## src/rtl/fp_pkg.sv

```systemverilog
// Shared types and constants for the floating-point evaluation blocks.
package fp_pkg;

  localparam int FP_BIAS    = 127;
  localparam int FP_EXP_MAX = 255;
  localparam int DIV_QBITS  = 26;

  typedef enum logic [1:0] {
    IDLE,
    DIV,
    NORM,
    DONE
  } fp_div_state_t;

  typedef struct packed {
    logic        sign;
    logic [7:0]  exp;
    logic [22:0] man;
  } fp32_t;

endpackage

```

## src/rtl/fp_div_iter_if.sv

```systemverilog
// Operand/result handshake bundle for the iterative FP divider.
interface fp_div_iter_if;

  logic        in_valid;
  logic        in_ready;
  logic [31:0] a;
  logic [31:0] b;
  logic        out_valid;
  logic        out_ready;
  logic [31:0] res;
  logic        exception;
  logic        div_by_zero;
  logic        overflow;
  logic        underflow;

  modport master (
    output in_valid, a, b, out_ready,
    input  in_ready, out_valid, res, exception, div_by_zero, overflow, underflow
  );

  modport slave (
    input  in_valid, a, b, out_ready,
    output in_ready, out_valid, res, exception, div_by_zero, overflow, underflow
  );

endinterface

```

## src/rtl/fp_round_pack.sv

```systemverilog
// Round-to-nearest-even, exponent range check and binary32 packing.
// The 24-bit window carries the hidden 1 in bit 23 and is always normalised.
module fp_round_pack
  import fp_pkg::*;
(
  input  logic              sign,
  input  logic signed [9:0] exp_in,
  input  logic [23:0]       win,
  input  logic              guard,
  input  logic              sticky,
  output fp32_t             res,
  output logic              overflow,
  output logic              underflow
);

  localparam logic signed [9:0] EXP_TOP = 10'sd255;

  logic              round_up;
  logic [23:0]       sum;
  logic              carry;
  logic signed [9:0] exp_r;

  // Round, propagate mantissa carry into the exponent, then clamp the range.
  // NOTE: every always_comb output gets a default first so no path infers a latch.
  always_comb begin
    round_up  = guard & (sticky | win[0]);
    sum       = win + {23'd0, round_up};
    // The hidden 1 wraps to 0 only when the rounded mantissa carried out.
    carry     = ~sum[23];
    exp_r     = exp_in + $signed({9'd0, carry});
    overflow  = 1'b0;
    underflow = 1'b0;
    res       = '{sign, exp_r[7:0], sum[22:0]};
    if (exp_r >= EXP_TOP) begin
      overflow = 1'b1;
      res      = '{sign, 8'hFF, 23'd0};
    end else if (exp_r <= 10'sd0) begin
      underflow = 1'b1;
      res       = '{sign, 8'h00, 23'd0};
    end
  end

endmodule

```

## src/rtl/fp_div_iter.sv

```systemverilog
// Iterative binary32 divider: radix-2 restoring mantissa division, one
// quotient bit per cycle, with flush-to-zero inputs and no NaN generation.
module fp_div_iter
  import fp_pkg::*;
(
  input logic          clk,
  input logic          reset_n,
  fp_div_iter_if.slave bus
);

  localparam logic [4:0] LAST_STEP = 5'(DIV_QBITS - 1);
  localparam logic [7:0] EXP_ALL1  = 8'(FP_EXP_MAX);

  fp_div_state_t state_q, state_d;
  logic          accept;

  logic [4:0]  cnt;
  logic [25:0] q;
  logic [24:0] rem;
  logic [23:0] op_b;
  logic        sign;
  logic [7:0]  ea, eb;

  fp32_t res_q;
  logic  exc_q, dbz_q, ovf_q, unf_q;

  fp32_t in_a, in_b;
  logic  exc_in, dbz_in, zero_in, special_in, sign_in;

  assign in_a = bus.a;
  assign in_b = bus.b;

  // Classify the incoming operands; exception outranks divide-by-zero,
  // which outranks a zero dividend.
  always_comb begin
    sign_in    = in_a.sign ^ in_b.sign;
    exc_in     = (in_a.exp == EXP_ALL1) || (in_b.exp == EXP_ALL1);
    dbz_in     = !exc_in && (in_b.exp == 8'h00);
    zero_in    = !exc_in && !dbz_in && (in_a.exp == 8'h00);
    special_in = exc_in | dbz_in | zero_in;
  end

  logic        ge;
  logic [24:0] rem_sub;

  // One restoring step: subtract the divisor when it fits.
  always_comb begin
    ge      = rem >= {1'b0, op_b};
    rem_sub = ge ? rem - {1'b0, op_b} : rem;
  end

  logic              hi;
  logic [23:0]       win;
  logic              guard, sticky;
  logic signed [9:0] exp_pre;
  fp32_t             rp_res;
  logic              rp_ovf, rp_unf;

  // Pick the normalised quotient window and the pre-rounding exponent.
  always_comb begin
    hi      = q[25];
    win     = hi ? q[25:2] : q[24:1];
    guard   = hi ? q[1] : q[0];
    sticky  = (hi & q[0]) | (rem != 25'd0);
    exp_pre = 10'({2'b00, ea}) - 10'({2'b00, eb}) + 10'(FP_BIAS) - {9'd0, !hi};
  end

  fp_round_pack u_round_pack (
    .sign      (sign),
    .exp_in    (exp_pre),
    .win       (win),
    .guard     (guard),
    .sticky    (sticky),
    .res       (rp_res),
    .overflow  (rp_ovf),
    .underflow (rp_unf)
  );

  // State register with synchronous active-low reset.
  // NOTE: sequential state uses non-blocking assignments so every flop samples pre-edge values.
  always_ff @(posedge clk) begin
    if (!reset_n) state_q <= IDLE;
    else          state_q <= state_d;
  end

  // Next-state decode; specials skip the divider and go straight to DONE.
  always_comb begin
    state_d = state_q;
    accept  = 1'b0;
    unique case (state_q)
      IDLE: if (bus.in_valid) begin
        accept  = 1'b1;
        state_d = special_in ? DONE : DIV;
      end
      DIV:  if (cnt == LAST_STEP) state_d = NORM;
      NORM: state_d = DONE;
      DONE: if (bus.out_ready) state_d = IDLE;
      default: state_d = IDLE;
    endcase
  end

  // Datapath: capture operands, iterate the divider, load and hold the result.
  always_ff @(posedge clk) begin
    if (!reset_n) begin
      cnt   <= '0;
      q     <= '0;
      rem   <= '0;
      op_b  <= '0;
      sign  <= 1'b0;
      ea    <= '0;
      eb    <= '0;
      res_q <= '0;
      exc_q <= 1'b0;
      dbz_q <= 1'b0;
      ovf_q <= 1'b0;
      unf_q <= 1'b0;
    end else begin
      unique case (state_q)
        IDLE: if (accept) begin
          sign  <= sign_in;
          ea    <= in_a.exp;
          eb    <= in_b.exp;
          rem   <= {2'b01, in_a.man};
          op_b  <= {1'b1, in_b.man};
          cnt   <= '0;
          q     <= '0;
          exc_q <= exc_in;
          dbz_q <= dbz_in;
          ovf_q <= 1'b0;
          unf_q <= 1'b0;
          if (exc_in)       res_q <= '0;
          else if (dbz_in)  res_q <= '{sign_in, EXP_ALL1, 23'd0};
          else if (zero_in) res_q <= '{sign_in, 8'h00, 23'd0};
        end
        DIV: begin
          q[LAST_STEP - cnt] <= ge;
          rem                <= rem_sub << 1;
          cnt                <= cnt + 5'd1;
        end
        NORM: begin
          res_q <= rp_res;
          ovf_q <= rp_ovf;
          unf_q <= rp_unf;
        end
        DONE: if (bus.out_ready) begin
          exc_q <= 1'b0;
          dbz_q <= 1'b0;
          ovf_q <= 1'b0;
          unf_q <= 1'b0;
        end
        default: ;
      endcase
    end
  end

  assign bus.in_ready    = (state_q == IDLE);
  assign bus.out_valid   = (state_q == DONE);
  assign bus.res         = res_q;
  assign bus.exception   = exc_q;
  assign bus.div_by_zero = dbz_q;
  assign bus.overflow    = ovf_q;
  assign bus.underflow   = unf_q;

endmodule
```

## src/flat_wrapper.sv

```systemverilog
// flat-port wrapper written by rule: the top's interface ports become plain ports
module fp_div_iter_flat import fp_pkg::*;
  (clk, reset_n, bus_in_valid, bus_a, bus_b, bus_out_ready, bus_in_ready, bus_out_valid, bus_res, bus_exception, bus_div_by_zero, bus_overflow, bus_underflow);
  fp_div_iter_if bus_i ();
  input logic clk;
  input logic reset_n;
  input wire logic [$bits(bus_i.in_valid)-1:0] bus_in_valid;
  input wire logic [$bits(bus_i.a)-1:0] bus_a;
  input wire logic [$bits(bus_i.b)-1:0] bus_b;
  input wire logic [$bits(bus_i.out_ready)-1:0] bus_out_ready;
  output wire logic [$bits(bus_i.in_ready)-1:0] bus_in_ready;
  output wire logic [$bits(bus_i.out_valid)-1:0] bus_out_valid;
  output wire logic [$bits(bus_i.res)-1:0] bus_res;
  output wire logic [$bits(bus_i.exception)-1:0] bus_exception;
  output wire logic [$bits(bus_i.div_by_zero)-1:0] bus_div_by_zero;
  output wire logic [$bits(bus_i.overflow)-1:0] bus_overflow;
  output wire logic [$bits(bus_i.underflow)-1:0] bus_underflow;
  assign bus_i.in_valid = bus_in_valid;
  assign bus_i.a = bus_a;
  assign bus_i.b = bus_b;
  assign bus_i.out_ready = bus_out_ready;
  assign bus_in_ready = bus_i.in_ready;
  assign bus_out_valid = bus_i.out_valid;
  assign bus_res = bus_i.res;
  assign bus_exception = bus_i.exception;
  assign bus_div_by_zero = bus_i.div_by_zero;
  assign bus_overflow = bus_i.overflow;
  assign bus_underflow = bus_i.underflow;
  fp_div_iter u_core (.clk(clk), .reset_n(reset_n), .bus(bus_i));
endmodule
```

## config.mk

```make
export PLATFORM = sky130hd
export DESIGN_NAME = fp_div_iter_flat
export DESIGN_NICKNAME = d
export VERILOG_FILES = /design/src/rtl/fp_pkg.sv /design/src/rtl/fp_div_iter_if.sv /design/src/rtl/fp_round_pack.sv /design/src/rtl/fp_div_iter.sv /design/src/flat_wrapper.sv
export SDC_FILE = /design/constraint.sdc
export NUM_CORES = 1
export LEC_CHECK = 0
export CORE_MARGIN = 5
export CORE_UTILIZATION = 50
export CTS_BUF_LIST = sky130_fd_sc_hd__clkbuf_8 sky130_fd_sc_hd__clkbuf_16
export DETAILED_ROUTE_END_ITERATION = 6
export PLACE_DENSITY = 0.72
export SKIP_CTS_REPAIR_TIMING = 1
export SYNTH_ARGS = -nofsm -noshare
export SYNTH_HDL_FRONTEND = slang
export SYNTH_HIERARCHICAL = 1
export SYNTH_SLANG_ARGS = --single-unit
```

## constraint.sdc

```tcl
create_clock -name clk -period 5.6 [get_ports clk]
set_clock_uncertainty 0.1 [all_clocks]
set_input_delay 1.12 -clock clk [delete_from_list [all_inputs] [get_ports clk]]
set_output_delay 1.12 -clock clk [all_outputs]
set_load 0.05 [all_outputs]
```

==> results.md <==
- Slew Viols, Final: 0
- Reg2Reg Setup Slack: 0.60 ns
- Boundary Pins: roughly 110
- Iter 0 DRT Violations: between 500 and 600
- Clock tree sinks: approximately 140
- Final hold slack: 0.347 ns
- Most common cell after layout, fill and taps aside: nand2_1
- Drt first pass iters: 6
- Nets: 1,353
- Die width: 145 um
- Layout cells sized above 1: 8.47%
- Clock-pin transition on the worst setup and hold timing paths: 0.05 ns
- Post-synth net total: 1,287
- LEAKAGE: 3.90 nW
- P per Cell Area: 704 mW/mm^2
- Status: finished clean
- Hold_sp: u_core/bus.res[18]$_SDFFE_PN0P_
- Max-slew headroom: between 20% and 30%
- Total GRT Usage: 21.9%
- Synthesized area per cell: between 7 and 8 sq um
- Distinct cell type count after synthesis: 76
- HP Class: reg2reg
- Crit-path max FO: 23
- Setup total negative slack: 0 ns
- Post-DRT Antenna Nets: 0
- Worst EP arrival: 5.24 ns
- Final wirelength: 24,100 um
- Largest net degree at the start of global routing: 75
- # fillers: 1,655
- RSZ-0062 raised after global routing: false
- CTS root buf: clkbuf_16
- Synth async-reset ratio: 0%
- Max-cap violations: 0
- YS warnings: 6
- Most frequent cells in the layout: 149 x nand2_1, 135 x a21oi_1, 135 x dfxtp_1
- Number of remaining DRC errors: 0
- Post-Synthesis Cells: ~1,200
- Flop and latch count out of synthesis: 135
- DR vias: 8,566
- Crit end category: flop
- Post-Synthesis Cell Area: 0.00911 sq mm
- TritonCTS Buffers: 17
- Fmax achieved: about 200 MHz
- IR drop worst, VDD: 0.572 mV
- Post-synth EDFFs: 0
- Worst reg-to-reg path cell count: 18
- Vias in the first global route: 8,007
- Clock network latency to the later pin of the worst-skew pair: 0.43 ns
- Main synth FF type: dfxtp_1
- # diodes: 0
- Crit share post-route: 89.3%
- Core ar.: 0.0180 sq mm
- Routability Congestion: 0.941
- Setup Viol. Count Final: 0
- Via-per-instance ratio: between 5 and 6
- DP HPWL: approximately 17,000 um
- RR Startpoint: u_core/rem[6]$_SDFFE_PN0P_
- Sequential fraction of the synthesis area: a little under 30%
- Final hold vios: 0
- Wirelength per Cell: 16.4 um
- First-pass GRT wire length: 39,400 um
- Actual slew at the worst max-slew pin: 1.15 ns
- Initial Utilization: 50.7%
- Crit path kind: reg2reg
- Critical path launch point type: flop
- Critical path required time: 5.84 ns
- Htree depth: 4
- Clk buf depth: 2
- CP startpoint: u_core/rem[6]$_SDFFE_PN0P_
- TritonCTS clock tree: built
- # port buffers: 105
- Initial antenna violation count: 0
- Layout area overhead: 17.5%
- Post-route minimum period: 5.00 ns
- Die area: 0.0210 sq mm
- Site Rows: ~50
- Global route total overflow: 0
- Die Ht: 145 um
- Hold path depth: 2
==> power by group <==
part | internal (W) | switching (W) | leakage [nW]
sequential | 0.00114 | 0.000182 | 1.10
clock | 0.000581 | 0.000399 | 0.270
combinational | 0.00190 | 0.00333 | 2.53
total | 0.00362 | 0.00391 | 3.90
==> per-layer routing <==
metal	share of wire, %	vias to the layer above	GRT usage [%]
li1	-	4285	-
met1	46	4010	29.3
met5	0	-	0
met4	1.6	0	6.59
met2	48	240	36.6
met3	4.7	31	3.34
==> final cells by class <==
| cell class | count | area [sq um] | area share, % |
|---|---|---|---|
| Tap cell | 229 | 287 | 2.68 |
| Sequential cell | 135 | 2700 | 25.2 |
| Clock buffer | 20 | 467 | 4.36 |
| Clock inverter | 9 | 41.3 | 0.386 |
| Inverter | 65 | 245 | 2.29 |
| Multi-Input combinational cell | 894 | 5830 | 54.4 |
| Timing Repair Buffer | 116 | 1130 | 10.6 |
==> logic make-up (layout without fill, tap and decap cells) <==
kind of cell | after synthesis | in the layout | share of synthesized area, %
DFF | 135 | 135 | 29.7
xor gates and xnor gates | 70 | 70 | 6.73
AOI/OAI and AO/OA | 309 | 309 | 21.5
adders and majority gates | 56 | 56 | 7.94
and+or+nand+nor | 426 | 426 | 23.8
muxes | 33 | 33 | 3.97
buffers and inverters | 134 | 210 | 6.47
==> state kept, by name, summed over array words and instances (netlist names), 2 cells and up <==
register and cells:
u_core/cnt 5, u_core/op_b 24, u_core/q 26, u_core/rem 25, u_core/state_q 2, u_core/bus.res 32
u_core/eb 8, u_core/ea 8
==> Yosys cell counts (4+ instances only) <==
library cell | instances | area share, %
a311oi_1 | 19 | 1.8
o22ai_1 | 8 | 0.55
xnor2_1 | 40 | 3.8
o211ai_1 | 8 | 0.66
or2_2 | 5 | 0.34
o21ai_1 | 17 | 0.93
buf_1 | 10 | 0.41
mux2i_1 | 8 | 0.88
a211oi_1 | 15 | 1.2
a31oi_1 | 9 | 0.62
o21bai_1 | 4 | 0.33
mux2_2 | 25 | 3.1
nand4_2 | 4 | 0.55
a21oi_1 | 136 | 7.5
xor2_1 | 30 | 2.9
nor2b_1 | 7 | 0.48
nor3_2 | 20 | 2.2
nand3_1 | 58 | 3.2
o31ai_1 | 4 | 0.33
nor4_1 | 13 | 0.89
a222oi_1 | 4 | 0.44
inv_1 | 64 | 2.6
nand4_1 | 12 | 0.82
nand2_1 | 149 | 6.1
dfxtp_1 | 135 | 30
nor3b_1 | 4 | 0.33
nor3_1 | 36 | 2.0
and2_1 | 7 | 0.48
o21ai_0 | 21 | 1.2
a21o_1 | 9 | 0.74
nand2b_1 | 12 | 0.82
or3_1 | 9 | 0.62
clkbuf_1 | 41 | 1.7
buf_6 | 9 | 1.1
o21a_1 | 7 | 0.58
buf_2 | 6 | 0.33
ha_1 | 53 | 7.3
nor2_1 | 70 | 2.9
a22oi_1 | 21 | 1.7
==> stage by stage <==
stage / std cells / util [%] / power (W) / cell area (sq um) / worst slack [ns]
after CTS: 1468 / 59.6 / 0.00751 / 10700 / 0.662
final: 1468 / 59.6 / 0.00753 / 10700 / 0.601
after global placement: 1439 / 56.8 / 0.00648 / 10200 / 0.763
after floorplan: 1163 / - / 0.00570 / 9110 / 1.18
after detailed placement: 1439 / 56.8 / 0.00648 / 10200 / 0.691
after global routing: 1468 / 59.6 / 0.00816 / 10700 / 0.155
==> worst max-delay path, stage by stage, from the launching register on <==
cell,delay [ns]
dfxtp_1,0.33
or4_1,0.58
a2111oi_0,0.42
nand4_1,0.18
o21a_1,0.23
ha_1,0.20
nand2_1,0.11
or2_2,0.17
nor4_1,0.07
xnor2_1,0.17
ha_1,0.34
ha_1,0.30
inv_1,0.06
nor3_1,0.32
xor2_1,0.14
a311o_2,0.63
nor3_1,0.27
nand3_1,0.11
a21oi_1,0.18
==> path summary, 6_finish.rpt <==
check / to
max reg2reg: u_core/bus.res[3]$_SDFFE_PN0P_
min reg2reg: u_core/bus.res[18]$_SDFFE_PN0P_
min: u_core/bus.res[18]$_SDFFE_PN0P_
max: u_core/bus.res[3]$_SDFFE_PN0P_
(Power assumes the default switching activity.)
